===== src/rtl/mul_pkg.sv =====
// Shared types and helpers for the sequential shift-add multiplier.
package mul_pkg;

    typedef enum logic [1:0] {
        StIdle = 2'd0,
        StCalc = 2'd1,
        StDone = 2'd2
    } state_e;

    localparam int unsigned MaxWidth = 32;

    // Magnitude of a w-bit operand held in the low bits of v; raw value when sgn is 0.
    function automatic logic [MaxWidth-1:0] abs_w(input logic [MaxWidth-1:0] v,
                                                  input int unsigned          w,
                                                  input logic                 sgn);
        logic [MaxWidth:0] mask;
        logic [MaxWidth:0] neg;
        mask = (33'd1 << w) - 33'd1;
        neg  = ({1'b0, ~v} + 33'd1) & mask;
        if (sgn && v[5'(w - 1)]) begin
            return neg[MaxWidth-1:0];
        end
        return v;
    endfunction

endpackage


===== src/rtl/mul_seq_dp.sv =====
// Shift-add datapath: operand capture, one multiplier bit per step, final sign fix-up.
module mul_seq_dp
    import mul_pkg::*;
#(
    parameter int unsigned WIDTH = 8,
    parameter int unsigned CNT_W = $clog2(WIDTH + 1)
) (
    input  logic                 clk_i,
    input  logic                 rst_ni,
    input  logic                 load_i,
    input  logic                 step_i,
    input  logic                 finish_i,
    input  logic [WIDTH-1:0]     a_i,
    input  logic [WIDTH-1:0]     b_i,
    input  logic                 signed_i,
    output logic [CNT_W-1:0]     cnt_o,
    output logic [2*WIDTH-1:0]   product_o
);

    logic [WIDTH-1:0]   mcand_q, mcand_d;
    logic [2*WIDTH:0]   acc_q, acc_d;
    logic               neg_q, neg_d;
    logic [CNT_W-1:0]   cnt_q, cnt_d;
    logic [2*WIDTH-1:0] product_q, product_d;
    logic [WIDTH:0]     sum;
    logic [2*WIDTH:0]   pre;

    always_ff @(posedge clk_i) begin
        if (!rst_ni) begin
            mcand_q   <= '0;
            acc_q     <= '0;
            neg_q     <= 1'b0;
            cnt_q     <= '0;
            product_q <= '0;
        end else begin
            mcand_q   <= mcand_d;
            acc_q     <= acc_d;
            neg_q     <= neg_d;
            cnt_q     <= cnt_d;
            product_q <= product_d;
        end
    end

    // Multiplier sits in the low half and is consumed LSB-first as the sum shifts in.
    always_comb begin
        sum       = {1'b0, acc_q[2*WIDTH-1:WIDTH]} + {1'b0, mcand_q};
        pre       = acc_q[0] ? {sum, acc_q[WIDTH-1:0]} : acc_q;
        mcand_d   = mcand_q;
        acc_d     = acc_q;
        neg_d     = neg_q;
        cnt_d     = cnt_q;
        product_d = product_q;
        if (load_i) begin
            mcand_d = WIDTH'(abs_w(MaxWidth'(a_i), WIDTH, signed_i));
            acc_d   = {{(WIDTH + 1){1'b0}}, WIDTH'(abs_w(MaxWidth'(b_i), WIDTH, signed_i))};
            neg_d   = signed_i & (a_i[WIDTH-1] ^ b_i[WIDTH-1]);
            cnt_d   = '0;
        end else if (step_i) begin
            acc_d = {1'b0, pre[2*WIDTH:1]};
            cnt_d = cnt_q + 1'b1;
        end else if (finish_i) begin
            // A zero magnitude never picks up the sign, so -0 cannot appear.
            product_d = (neg_q && (acc_q[2*WIDTH-1:0] != '0)) ? -acc_q[2*WIDTH-1:0]
                                                               : acc_q[2*WIDTH-1:0];
        end
    end

    assign cnt_o     = cnt_q;
    assign product_o = product_q;

endmodule


===== src/rtl/mul_seq_hs.sv =====
// Iterative signed/unsigned multiplier with valid/ready handshakes on both sides.
module mul_seq_hs
    import mul_pkg::*;
#(
    parameter int unsigned WIDTH = 8,
    parameter int unsigned CNT_W = $clog2(WIDTH + 1)
) (
    input  logic                 clk,
    input  logic                 rst_n,
    input  logic                 in_valid,
    output logic                 in_ready,
    input  logic [WIDTH-1:0]     a,
    input  logic [WIDTH-1:0]     b,
    input  logic                 signed_mode,
    output logic                 out_valid,
    input  logic                 out_ready,
    output logic [2*WIDTH-1:0]   product,
    output logic                 busy
);

    state_e           state_q, state_d;
    logic             load, step, finish;
    logic [CNT_W-1:0] cnt;

    always_ff @(posedge clk) begin
        if (!rst_n) begin
            state_q <= StIdle;
        end else begin
            state_q <= state_d;
        end
    end

    // CALC spends WIDTH cycles stepping plus one cycle loading the result.
    always_comb begin
        state_d   = state_q;
        in_ready  = 1'b0;
        out_valid = 1'b0;
        load      = 1'b0;
        step      = 1'b0;
        finish    = 1'b0;
        unique case (state_q)
            StIdle: begin
                in_ready = 1'b1;
                if (in_valid) begin
                    load    = 1'b1;
                    state_d = StCalc;
                end
            end
            StCalc: begin
                if (cnt == CNT_W'(WIDTH)) begin
                    finish  = 1'b1;
                    state_d = StDone;
                end else begin
                    step = 1'b1;
                end
            end
            StDone: begin
                out_valid = 1'b1;
                if (out_ready) begin
                    state_d = StIdle;
                end
            end
            default: state_d = StIdle;
        endcase
    end

    assign busy = (state_q != StIdle);

    mul_seq_dp #(
        .WIDTH (WIDTH),
        .CNT_W (CNT_W)
    ) u_dp (
        .clk_i     (clk),
        .rst_ni    (rst_n),
        .load_i    (load),
        .step_i    (step),
        .finish_i  (finish),
        .a_i       (a),
        .b_i       (b),
        .signed_i  (signed_mode),
        .cnt_o     (cnt),
        .product_o (product)
    );

endmodule

===== config.mk =====
export PLATFORM = sky130hd
export DESIGN_NAME = mul_seq_hs
export DESIGN_NICKNAME = d
export VERILOG_FILES = /design/src/rtl/mul_pkg.sv /design/src/rtl/mul_seq_dp.sv /design/src/rtl/mul_seq_hs.sv
export SDC_FILE = /design/constraint.sdc
export NUM_CORES = 1
export LEC_CHECK = 0
export CAP_MARGIN = 20
export CORE_ASPECT_RATIO = 0.8
export CORE_UTILIZATION = 59
export DETAILED_ROUTE_END_ITERATION = 8
export GPL_TIMING_DRIVEN = 0
export PLACE_DENSITY = 0.89
export SLEW_MARGIN = 20
export SYNTH_ARGS = -nofsm -noshare
export SYNTH_HDL_FRONTEND = slang
export SYNTH_SLANG_ARGS = --single-unit

===== constraint.sdc =====
create_clock -name clk -period 3.7 [get_ports clk]
set_input_delay 0.37 -clock clk [delete_from_list [all_inputs] [get_ports clk]]
set_output_delay 0.37 -clock clk [all_outputs]
set_load 0.005 [all_outputs]

### After elaboration in Yosys (flattened, before gate mapping)

Cells that the tools add are included.

* reductions and logical operators: 10
* bitwise gates (word level): 7
* add/sub/neg operators: 5
* mux-type cells: 24
* eq/ne operators: 6

Operators with widths (number)
* 8-bit 2-to-1 mux: 6
* 17-bit 2-to-1 mux: 1
* 8-bit by 1-bit adder with 8-bit output (second input constant): 2
* 16-bit 2-to-1 mux: 1
* 16-bit negation: 1
* 8-bit inverter: 2
* 16-bit nonzero test: 1
* 1-bit 2-to-1 mux: 12
* 8-bit by 8-bit adder with 9-bit output: 1
* 2-bit 2-to-1 mux: 3
* 2-bit != test (second input constant): 3
* 2-bit one-hot mux with 3 select lines: 1
* 3-bit AND reduction: 2
* 4-bit by 1-bit adder with 4-bit output (second input constant): 1
* 4-bit equality test (second input constant): 1
* 2-bit nonzero test: 2
* 1-bit logical AND: 3
* 1-bit inverter: 3
* 2-bit by 1-bit equality test with 1-bit output (second input constant): 1
* 2-bit equality test (second input constant): 1
* 2-bit logical NOT: 1
* 2-bit OR reduction: 1
* 1-bit AND: 1
* 1-bit XOR: 1

* register bits: 47
* output and inout port bits: 19
* input bits: 21
* word-level logic and storage cells: 59

### Logic depth before layout (Yosys ltp)

Gate-level depths: netlist (run 1).

* depth in word-level cells: 5
* depth in mapped cells: 8
* gate-level depth less buffers: 8

### By module

A second synthesis (run 1) with hierarchy kept.

* cell total of the unflattened synthesis: 343
* area total of the unflattened synthesis: 2846.5 µm²

Modules (own cells, without submodules)
* mul_seq_dp: cells each 328, instances 1, area each 2698.8 µm²
* mul_seq_hs: cells each 15, instances 1, area each 147.6 µm²

### Worst setup path before layout (run 1)

No wires, ideal clock.

* kind: register -> register
* from: register u_dp.acc_q[0]
* to: register u_dp.product_q[10], in the netlist u_dp.product_o[10]
* arrival: 1.861 ns
* path slack: 1.754 ns
* library setup time: 0.086 ns
* stages on the path, launching flop included: 8
* clock period less this slack: 1.946 ns
* path buffers: 0
* cells stage by stage: dfxtp_1 clkinv_1 ha_1 or3b_2 nand2b_1 o31ai_1 xor2_1 a211oi_1

* longest elaborated chain between the ends: 3

RTL lines
* from (decl): line mul_seq_dp.sv:21 `logic [2*WIDTH:0] acc_q, acc_d;`
* from (signal assigned): line mul_seq_dp.sv:31 `acc_q <= '0;`
* from (signal assigned): line mul_seq_dp.sv:37 `acc_q <= acc_d;`
* parallel branches: the longest is 2 deep, another holds 16-bit negation
* 16-bit 2-to-1 mux (*): line mul_seq_dp.sv:63 `product_d = (neg_q && (acc_q[2*WIDTH-1:0] != '0)) ? -acc_q[2*WIDTH-1:0]`
* to (signal assigned): line mul_seq_dp.sv:40 `product_q <= product_d;`
* to (decl): line mul_seq_dp.sv:24 `logic [2*WIDTH-1:0] product_q, product_d;`

Mark *: on every way between the ends.
A chain may end at the register's enable or synchronous reset.

### Final worst setup path (run 1)

* from: register u_dp.acc_q[0]
* to: register u_dp.product_q[14], in the netlist u_dp.product_o[14]

The elaborated chain is that of the path after synthesis.

==> summary.txt, run 1 <==
Synth-to-Final Area Change -> 19.87%
# H-tree levels -> 2
global route hottest layer -> met2
post-layout util -> 74.31%
crit path capture type -> flip-flop
Net Sw Frac -> 29.61%
post-detailed-route wirelength per cell -> 15.92 um
crit path max fanout -> 10
CP arrival -> 2.48 ns
total power -> 1226 uW
worst min-delay path class -> reg2reg
post-CTS setup buffer count -> 0
first-pass GRT wire length -> 12340 um
clk_lat worst skew -> 0.31 ns
Detail Placement HPWL -> 5389 um
#FFs+latches synth -> 47
Iter 0 DRT Violations -> 321
vias per cell -> 6.348
CTS tree -> done
Clock Skew -> 0.01436 ns
Setup TNS -> 0 ns
met2 usage -> 50.64%
hold_buf cts -> 0
CP peak stage delay -> 0.50 ns
Worst EP required -> 3.93 ns
Clock Power Share -> 32.2%
synthesized area -> 2884 um^2
# fillers -> 391
Worst R2R Setup Slack -> 1.45 ns
combinational family with the most area after synthesis -> compound AO/OA/AOI/OAI gates
Ant. Diodes -> 0
endpoints failing setup -> 0
highest ir drop seen on vdd -> 0.0002352 V
status -> finished, final reports clean
Synth Area in Compound Gates -> 24.30%
core area -> 4652 um^2
leakage -> 0.001277 uW
clk buf depth -> 2
PwrDens -> 354.6 nW/um^2
combinational share of power -> 22.0%
GR Util met3 -> 4.648%
Num CTS Buffers -> 5
Synth Area per Inst -> 8.078 um^2
P_sw -> 363.0 uW
DRC violations left -> 0
Adder-Cell Fraction of Synth Area -> 6.334%
P_int -> 862.8 uW
Simple-Gate Fraction of Synth Area -> 21.61%
Worst Setup Start Kind -> flip-flop
most used flip-flop cell after synthesis -> dfxtp_1
PortBufs -> 38
grt total ovfl -> 0
Final Hold Fails -> 0
register area -> 940.9 um^2
Slew Viols, Final -> 0
area occupied by multi-input gates -> 1754 um^2
Final Cycle Share -> 60.74%
DIE AREA -> 5173 um^2
Post-Syn Instances -> 357
share of layout cells above drive strength 1 -> 6.203%
# clock sinks -> 47
slowest stage cell on the critical path -> or3b_2
post-synthesis mux area share -> 0.6941%
Worst Setup Path Type -> reg2reg
Starting Density -> 62.00%
Max Freq -> 0.4450 GHz
all-layer global routing usage -> 30.49%
Synthesized Nets -> 392
sequential share of power -> 45.7%
Syn. warnings -> 0
CTS clk-pin slew, worst paths -> 0.09 ns
Chip Height -> 64.54 um
Slew HR -> 64.86%
crit-path cells -> clkinv_1 -> ha_1 -> or3b_2 -> nand2b_1 -> o31ai_1 -> xor2_1 -> a211oi_1
clock period minus worst slack -> 2.247 ns
post-synthesis sequential area ratio -> 32.62%
drt total wl -> 7373 um
Yosys cell types -> 52
xor/xnor cell area share of the yosys netlist -> 7.896%
Top Ports -> 40
routability cong. -> 0.9461
Post-synth EDFFs -> 0
GRT met1 Usage -> 40.49%
Slew @ Worst Pin -> 0.5271 ns
nets -> 437
number of nets with antenna violations after routing -> 0
asr flop ratio synth -> 0%
initial antenna violation count -> 0
number of global-route vias before repair -> 2625
Root Buffer -> clkbuf_8
RSZ-0062 raised after global routing -> no
number of core rows -> 22
die width -> 80.17 um
drt pass-1 iters -> 7
Post-CTS Resized -> 0
pin count of the biggest net entering global routing -> 15
Max-cap violations -> 0
vias -> 2939
## layout make-up
class	instances	area share (%)
repair buffers	38	11.00
flip-flops and latches	47	27.22
inverters	16	1.737
well taps	60	2.172
clock inverters	2	1.013
plain buffers	21	3.728
clock buffers	6	2.389
multi-input cells	273	50.74
## routing by layer
metal  share of wire (%)  vias to the layer above
li1                    -                     1382
met1                  44                     1376
met2                  46                      165
met3                 8.2                       16
met4                 1.4                        0
met5                   0                        -
## synth_stat cells, drive strengths merged (2+ instances only)
library cell / number / area, um^2
o211ai: 9 / 72.57
nand3b: 2 / 15.01
nor3: 8 / 40.04
nor4: 5 / 43.79
a31oi: 7 / 43.79
dfxtp: 47 / 940.9
xnor2: 8 / 70.07
o311ai: 3 / 26.28
nand3: 10 / 50.05
clkbuf: 13 / 58.80
a21oi: 33 / 165.2
nor3b: 3 / 22.52
buf: 8 / 70.06
nand4: 3 / 25.02
nor2: 31 / 116.4
inv: 15 / 56.30
nor2b: 7 / 43.79
a211o: 2 / 17.52
or3: 2 / 12.51
nand2b: 4 / 25.02
a211oi: 15 / 112.6
o31ai: 5 / 37.54
and3: 2 / 12.51
xor2: 18 / 157.7
nand2: 37 / 138.9
o21ai: 19 / 95.09
a311oi: 7 / 61.31
and2: 2 / 12.51
ha: 13 / 162.7
or4: 3 / 30.03
mux2i: 2 / 20.02
## worst max-delay path, delay by kind of cell, from the launching register on
kind                       cells  cell delay [ns]
xor gates and xnor gates       1             0.11
DFF                            1             0.40
adders and majority gates      1             0.21
AOI/OAI and AO/OA              2             0.49
buffers and inverters          1             0.23
and+or+nand+nor                2             0.73
## cell families after synthesis
kind of cell	count (synthesis)
and+or+nand+nor	123
AOI/OAI and AO/OA	108
DFF	47
buffers and inverters	37
xor gates and xnor gates	26
adders and majority gates	14
muxes	2
## power groups by stage
stage / combinational (uW) / sequential (uW) / clock [uW]
after floorplan: 188 / 560 / 0
after global placement: 253 / 568 / 0
after detailed placement: 263 / 569 / 0
after CTS: 265 / 558 / 393
after global routing: 296 / 563 / 417
final: 270 / 561 / 395
## sequential cells by signal, summed over array words and instances, names as in the netlist
name	flops
u_dp.acc_q	16
u_dp.product_o	16
u_dp.mcand_q	8
u_dp.cnt_o	4
state_q	2
u_dp.neg_q	1
## cell usage in the layout, fill, tap and decap left out, types with 2 or more instances in the layout
master / synthesis / final
nor3b_1: 3 / 3
a21oi_1: 33 / 33
nor4_1: 3 / 3
o31ai_1: 5 / 5
clkdlybuf4s50_1: 0 / 38
and3_1: 2 / 2
and2_1: 2 / 2
nand2_1: 37 / 37
xnor2_1: 8 / 8
or4_4: 2 / 2
nand2b_1: 4 / 4
o21ai_0: 19 / 19
nor2b_1: 7 / 7
clkbuf_1: 12 / 12
nand3b_1: 2 / 2
clkbuf_8: 1 / 7
o211ai_1: 8 / 8
a31oi_1: 7 / 7
nand4_1: 2 / 2
nor4_2: 2 / 2
buf_6: 5 / 5
or3_1: 2 / 2
a211oi_1: 15 / 15
nor2_1: 31 / 31
a211o_1: 2 / 2
xor2_1: 18 / 18
nand3_1: 10 / 10
buf_2: 2 / 2
mux2i_1: 2 / 2
o311ai_0: 3 / 3
inv_1: 15 / 15
dfxtp_1: 47 / 47
ha_1: 13 / 13
a311oi_1: 7 / 7
nor3_1: 8 / 8
## path summary, 6_finish.rpt
check	from	end	cells after the start
max	u_dp.acc_q[0]	u_dp.product_o[14]	7
min	u_dp.mcand_q[7]	u_dp.mcand_q[7]	2
max reg2reg	u_dp.acc_q[0]	u_dp.product_o[14]	7
min reg2reg	u_dp.mcand_q[7]	u_dp.mcand_q[7]	2
## through the flow
stage / worst slack [ns] / area [um^2] / std cells / hold slack [ns]
final: 1.453 / 3457 / 463 / 0.4869
after global routing: 1.332 / 3457 / 463 / 0.5161
after CTS: 1.475 / 3457 / 463 / 0.4747
after detailed placement: 1.486 / 3339 / 455 / 0.4545
after global placement: 1.517 / 3339 / 455 / 0.4480
after floorplan: 1.754 / 2884 / 357 / 0.4400
(Power assumes the default switching activity.)
==> inputs of run 2 (changes only) <==
Settings changed: CORE_UTILIZATION 59 to 50, PLACE_DENSITY 0.89 to 0.81.
Clock period 3.7 ns to 1.85 ns, I/O delays scaled along.
==> summary.txt, run 2 (synthesis gave the netlist of run 1 again) <==
Slew @ Worst Pin -> 0.5714 ns (+0.04434 ns)
number of nets with antenna violations after routing -> 0 (unchanged)
leakage -> 0.001342 uW (+5.1%)
first-pass GRT wire length -> 11960 um (-3.1%)
most frequent cells in the layout -> 38 x clkdlybuf4s50_1, 37 x nand2_1, 34 x dfxtp_1
CTS tree -> done
Max Freq -> 0.5413 GHz (+22%)
PortBufs -> 38 (unchanged)
Final Cycle Share -> 99.87% (+39 points)
Slew Viols, Final -> 0 (unchanged)
nets -> 443 (+1.4%)
clk buf depth -> 2 (unchanged)
initial antenna violation count -> 0 (unchanged)
Worst Setup Start Kind -> flip-flop
PwrDens -> 643.6 nW/um^2 (+82%)
Iter 0 DRT Violations -> 176 (-45%)
DRC violations left -> 0 (unchanged)
worst min-delay path class -> in2reg
DIE AREA -> 6078 um^2 (+17%)
Worst Setup Path Type -> reg2reg
highest ir drop seen on vdd -> 0.0002904 V (+23%)
Max-cap violations -> 0 (unchanged)
crit path max fanout -> 4 (-6)
Slew HR -> 61.91% (-3.0 points)
Ant. Diodes -> 0 (unchanged)
placed cells -> 473 (+4.0%)
commonest non-fill, non-tap cell in the layout -> clkdlybuf4s50_1
drt total wl -> 7359 um (-0.19%)
DP Area -> 3387 um^2 (+1.4%)
number of global-route vias before repair -> 2531 (-3.6%)
total power -> 2371 uW (+93%)
Synth-to-Final Area Change -> 27.72%
CP arrival -> 2.02 ns (-0.46 ns)
grt total ovfl -> 0 (unchanged)
Top Ports -> 40 (unchanged)
clock period minus worst slack -> 1.848 ns (-0.3997 ns)
status -> finished, final reports clean
vias -> 2814 (-4.3%)
GRT met1 Usage -> 35.31% (-5.2 points)
crit path capture type -> flip-flop
# clock sinks -> 47 (unchanged)
Final Hold Fails -> 0 (unchanged)
CTS clk-pin slew, worst paths -> 0.09 ns (about the same)
# H-tree levels -> 2 (unchanged)
vias per cell -> 5.790 (-8.8%)
pin count of the biggest net entering global routing -> 14 (-1)
core area -> 5495 um^2 (+18%)
drt pass-1 iters -> 4 (-3)
Worst EP required -> 2.03 ns (-1.90 ns)
Root Buffer -> clkbuf_8
Detail Placement HPWL -> 5296 um (-1.7%)
clk_lat worst skew -> 0.30 ns (about the same)
share of layout cells above drive strength 1 -> 16.91% (+11 points)
all-layer global routing usage -> 25.19% (-5.3 points)
Setup TNS -> 0 ns (unchanged)
post-detailed-route wirelength per cell -> 15.14 um (-4.9%)
GR Util met3 -> 4.728% (+0.080 points)
Starting Density -> 52.48% (-9.5 points)
routability cong. -> 0.9093 (-3.9%)
Chip Height -> 69.93 um (+8.4%)
met2 usage -> 38.76% (-12 points)
number of core rows -> 24 (+9.1%)
RSZ-0062 raised after global routing -> yes
# fillers -> 486 (+24%)
Clock Skew -> 0.009411 ns (-0.004945 ns)
die width -> 86.91 um (+8.4%)
final cell count without fillers -> 486 (+5.0%)
endpoints failing setup -> 0 (unchanged)
global route hottest layer -> met2
Num CTS Buffers -> 5 (unchanged)
Design Area, Final -> 3684 um^2 (+6.6%)
==> run 2: changes by cell type in the layout (fill, tap and decap cells not counted), sizes merged <==
| cell | previous run | this run |
|---|---|---|
| clkinv | 2 | 1 |
| buf | 8 | 17 |
| clkbuf | 19 | 16 |
| inv | 15 | 16 |
| bufinv | 1 | 0 |
==> run 2: through the flow <==
step / worst slack, ns / hold WS (ns) / utilization, %
after floorplan: 0.008919 / 0.3210 / -
after global placement: -0.2164 / 0.4498 / 61.63
after detailed placement: -0.2323 / 0.4536 / 61.63
after CTS: -0.03029 / 0.3107 / 65.00
after global routing: -0.05775 / 0.3221 / 67.03
final: 0.002480 / 0.3147 / 67.03
==> run 2: cell type report <==
class,instances,area [um^2],area share (%)
plain buffers,16,108.9,2.955
repair buffers,49,462.9,12.57
clock inverters,1,5.005,0.1359
well taps,78,97.59,2.649
multi-input cells,273,1884,51.16
inverters,16,70.07,1.902
clock buffers,6,82.58,2.242
flip-flops and latches,47,972.2,26.39
==> run 2: routing by layer <==
metal,up-vias,wire (um)
li1,1389,-
met4,0,78
met5,-,0
met1,1302,3462
met3,10,531
met2,113,3286
==> run 2: path summary, 6_finish.rpt <==
path	startpoint	end	slack, ns	cells past startpoint
setup reg to reg	u_dp.acc_q[1]	u_dp.product_o[14]	0.002	7
setup / recovery	u_dp.acc_q[1]	u_dp.product_o[14]	0.002	7
hold reg to reg	u_dp.mcand_q[7]	u_dp.mcand_q[7]	0.46	2
hold / removal	rst_n	u_dp.product_o[15]	0.31	3
==> run 2: critical path: stages, from the launching register on <==
cell	delay, ns
dfxtp_4	0.37
inv_4	0.07
ha_4	0.14
or3b_4	0.40
nand2b_4	0.19
o31ai_4	0.26
xor2_1	0.20
a211oi_1	0.09
==> run 2: power breakdown <==
part / internal [uW] / switching [uW] / total [uW]
registers: 1060 / 73.5 / 1130
clock network: 294 / 332 / 625
logic: 284 / 331 / 615
==> run 2: timing repair <==
item	in CTS	in global routing
buffers inserted	4	7
hold buffers	0	0
pin swaps	7	17
resized for setup	22	29
setup endpoints to repair	26	34
==> inputs of run 3 (changes only) <==
Settings changed: CORE_ASPECT_RATIO 0.8 to default.
==> summary.txt, run 3 (synthesis gave the netlist of run 1 again) <==
PortBufs -> 38 (unchanged)
Slew HR -> 57.66% (-4.2 points)
Net Sw Frac -> 31.93% (+0.88 points)
nets -> 440 (-0.68%)
number of global-route vias before repair -> 2556 (+0.99%)
CTS clk-pin slew, worst paths -> 0.09 ns (about the same)
drt total wl -> 7592 um (+3.2%)
share of layout cells above drive strength 1 -> 15.31% (-1.6 points)
Hold Path End -> u_dp.acc_q[10]
# clock sinks -> 47 (unchanged)
Worst R2R Start -> u_dp.acc_q[0]
all-layer global routing usage -> 25.09% (-0.095 points)
Slew Viols, Final -> 0 (unchanged)
Clock Skew -> 0.006084 ns (-0.003327 ns)
Clock Power Share -> 26.9% (+0.5 points)
routability cong. -> 0.9317 (+2.5%)
Slew @ Worst Pin -> 0.6351 ns (+0.06372 ns)
Worst R2R Setup Slack -> -0.05 ns (-0.05 ns)
CP peak stage delay -> 0.41 ns (about the same)
number of core rows -> 27 (+13%)
crit path max fanout -> 4 (unchanged)
PwrDens -> 649.9 nW/um^2 (+0.98%)
area occupied by multi-input gates -> 1907 um^2 (+1.2%)
hold_buf cts -> 0 (unchanged)
number of nets with antenna violations after routing -> 0 (unchanged)
Worst Min Path Start -> rst_n
DRC violations left -> 0 (unchanged)
worst min-delay path class -> in2reg
RSZ-0062 raised after global routing -> yes
Worst Setup Path Type -> reg2reg
clk_lat worst skew -> 0.30 ns (about the same)
Top Ports -> 40 (unchanged)
Max Freq -> 0.5269 GHz (-2.7%)
core area -> 5540 um^2 (+0.82%)
Synth-to-Final Area Change -> 27.12%
Ant. Diodes -> 0 (unchanged)
Worst EP required -> 2.02 ns (about the same)
combinational share of power -> 25.7% (-0.2 points)
# fillers -> 477 (-1.9%)
P_sw -> 760.7 uW (+3.4%)
DP Worst Slack -> -0.2323 ns (-0.000004000 ns)
slowest stage cell on the critical path -> or3b_4
drt pass-1 iters -> 5 (+1)
failing checks -> negative setup slack
r2r endpoint -> u_dp.product_o[10]
CP arrival -> 2.07 ns (+0.05 ns)
Worst Path Buf+Inv -> 1 (unchanged)
initial antenna violation count -> 0 (unchanged)
CTS tree -> done
status -> finished, violations left
vias per cell -> 5.998 (+3.6%)
post-route setup slack -> -0.04801 ns (-0.05049 ns)
Iter 0 DRT Violations -> 247 (+40%)
hold path depth -> 3 (unchanged)
Fin Hold WS -> 0.3270 ns (+0.01231 ns)
endpoints failing setup -> 2 (+2)
grt total ovfl -> 0 (unchanged)
crit path capture type -> flip-flop
post-detailed-route wirelength per cell -> 15.92 um (+5.1%)
Final Hold Fails -> 0 (unchanged)
Detail Placement HPWL -> 5332 um (+0.68%)
# H-tree levels -> 2 (unchanged)
pin count of the biggest net entering global routing -> 14 (unchanged)
Final Cycle Share -> 102.6% (+2.7 points)
DIE AREA -> 6075 um^2 (about the same)
P_int -> 1622 uW (-0.78%)
Chip Height -> 77.95 um (+11%)
most frequent cells in the layout -> 38 x clkdlybuf4s50_1, 37 x nand2_1, 35 x dfxtp_1
register area -> 968.4 um^2 (-0.39%)
vias -> 2861 (+1.7%)
first-pass GRT wire length -> 12190 um (+1.9%)
die width -> 77.95 um (-10%)
Starting Density -> 52.06% (-0.43 points)
leakage -> 0.001328 uW (-0.98%)
Root Buffer -> clkbuf_8
sequential share of power -> 47.4% (-0.3 points)
highest ir drop seen on vdd -> 0.0002867 V (-1.3%)
Worst Setup Start Kind -> flip-flop
Num CTS Buffers -> 5 (unchanged)
Max-cap violations -> 0 (unchanged)
crit-path cells -> inv_8 -> ha_4 -> or3b_4 -> nand2b_4 -> o31ai_4 -> xor2_1 -> a211oi_1
clock period minus worst slack -> 1.898 ns (+0.05049 ns)
Setup TNS -> -0.08702 ns (-0.08702 ns)
commonest non-fill, non-tap cell in the layout -> clkdlybuf4s50_1
clk buf depth -> 2 (unchanged)
r2r worst-path depth -> 7 (unchanged)
delay-heaviest family, CP -> simple AND/OR/NAND/NOR gates
[run 3: how the worst max path moves through the flow]
stage | slack (ns) | cells past startpoint | startpoint | endpoint
6_report | -0.05 | 7 | u_dp.acc_q[0] | u_dp.product_o[10]
5_1_grt | -0.08 | 8 | u_dp.acc_q[8] | u_dp.acc_q[15]
4_1_cts | 0.008 | 7 | u_dp.acc_q[0] | u_dp.product_o[12]
3_5_place_dp | -0.23 | 7 | u_dp.acc_q[0] | u_dp.product_o[10]
3_3_place_gp | -0.20 | 7 | u_dp.acc_q[0] | u_dp.product_o[14]
2_1_floorplan | 0.009 | 7 | u_dp.acc_q[0] | u_dp.product_o[10]
[run 3: worst min-delay path, delay by kind of cell]
family,cells,cell delay [ns]
buf+inv,1,0.21
compound gates,2,0.20
[run 3: layout make-up]
type,count,area share (%)
sequential,47,26.42
timing repair buffer,45,11.81
tap,72,2.457
multi-input combinational,273,52.01
buffer,17,3.072
inverter,16,1.843
clock inverter,1,0.1365
clock buffer,6,2.253
[run 3: metrics by stage]
| stage | cells | utilization [%] | power (uW) | area (um^2) |
|---|---|---|---|---|
| detailed placement | 467 | 61.00 | 1676 | 3379 |
| CTS | 475 | 64.07 | 2316 | 3550 |
| global placement | 467 | 61.00 | 1658 | 3379 |
| floorplan | 357 | - | 1509 | 2909 |
| global route | 477 | 66.17 | 2477 | 3666 |
| finish | 477 | 66.17 | 2383 | 3666 |
[run 3: per-layer routing]
metal	wire, um	GRT usage (%)
met5	0	0
met1	3266	31.02
met3	481	3.882
met2	3722	44.07
met4	122	8.704
[run 3: repair_timing]
action                                  4_1_cts  5_1_grt
setup buffers                                 2        5
resized for setup                            19       31
pin swaps                                     2       17
endpoints found under the setup margin       25       22
[run 3: power groups by stage]
| stage | Clock (uW) | Combinational (uW) | Sequential (uW) |
|---|---|---|---|
| 3_3_place_gp | 0 | 522 | 1140 |
| 5_1_grt | 676 | 664 | 1140 |
| 4_1_cts | 638 | 561 | 1120 |
| 6_report | 641 | 613 | 1130 |
| 3_5_place_dp | 0 | 538 | 1140 |
| 2_1_floorplan | 0 | 388 | 1120 |
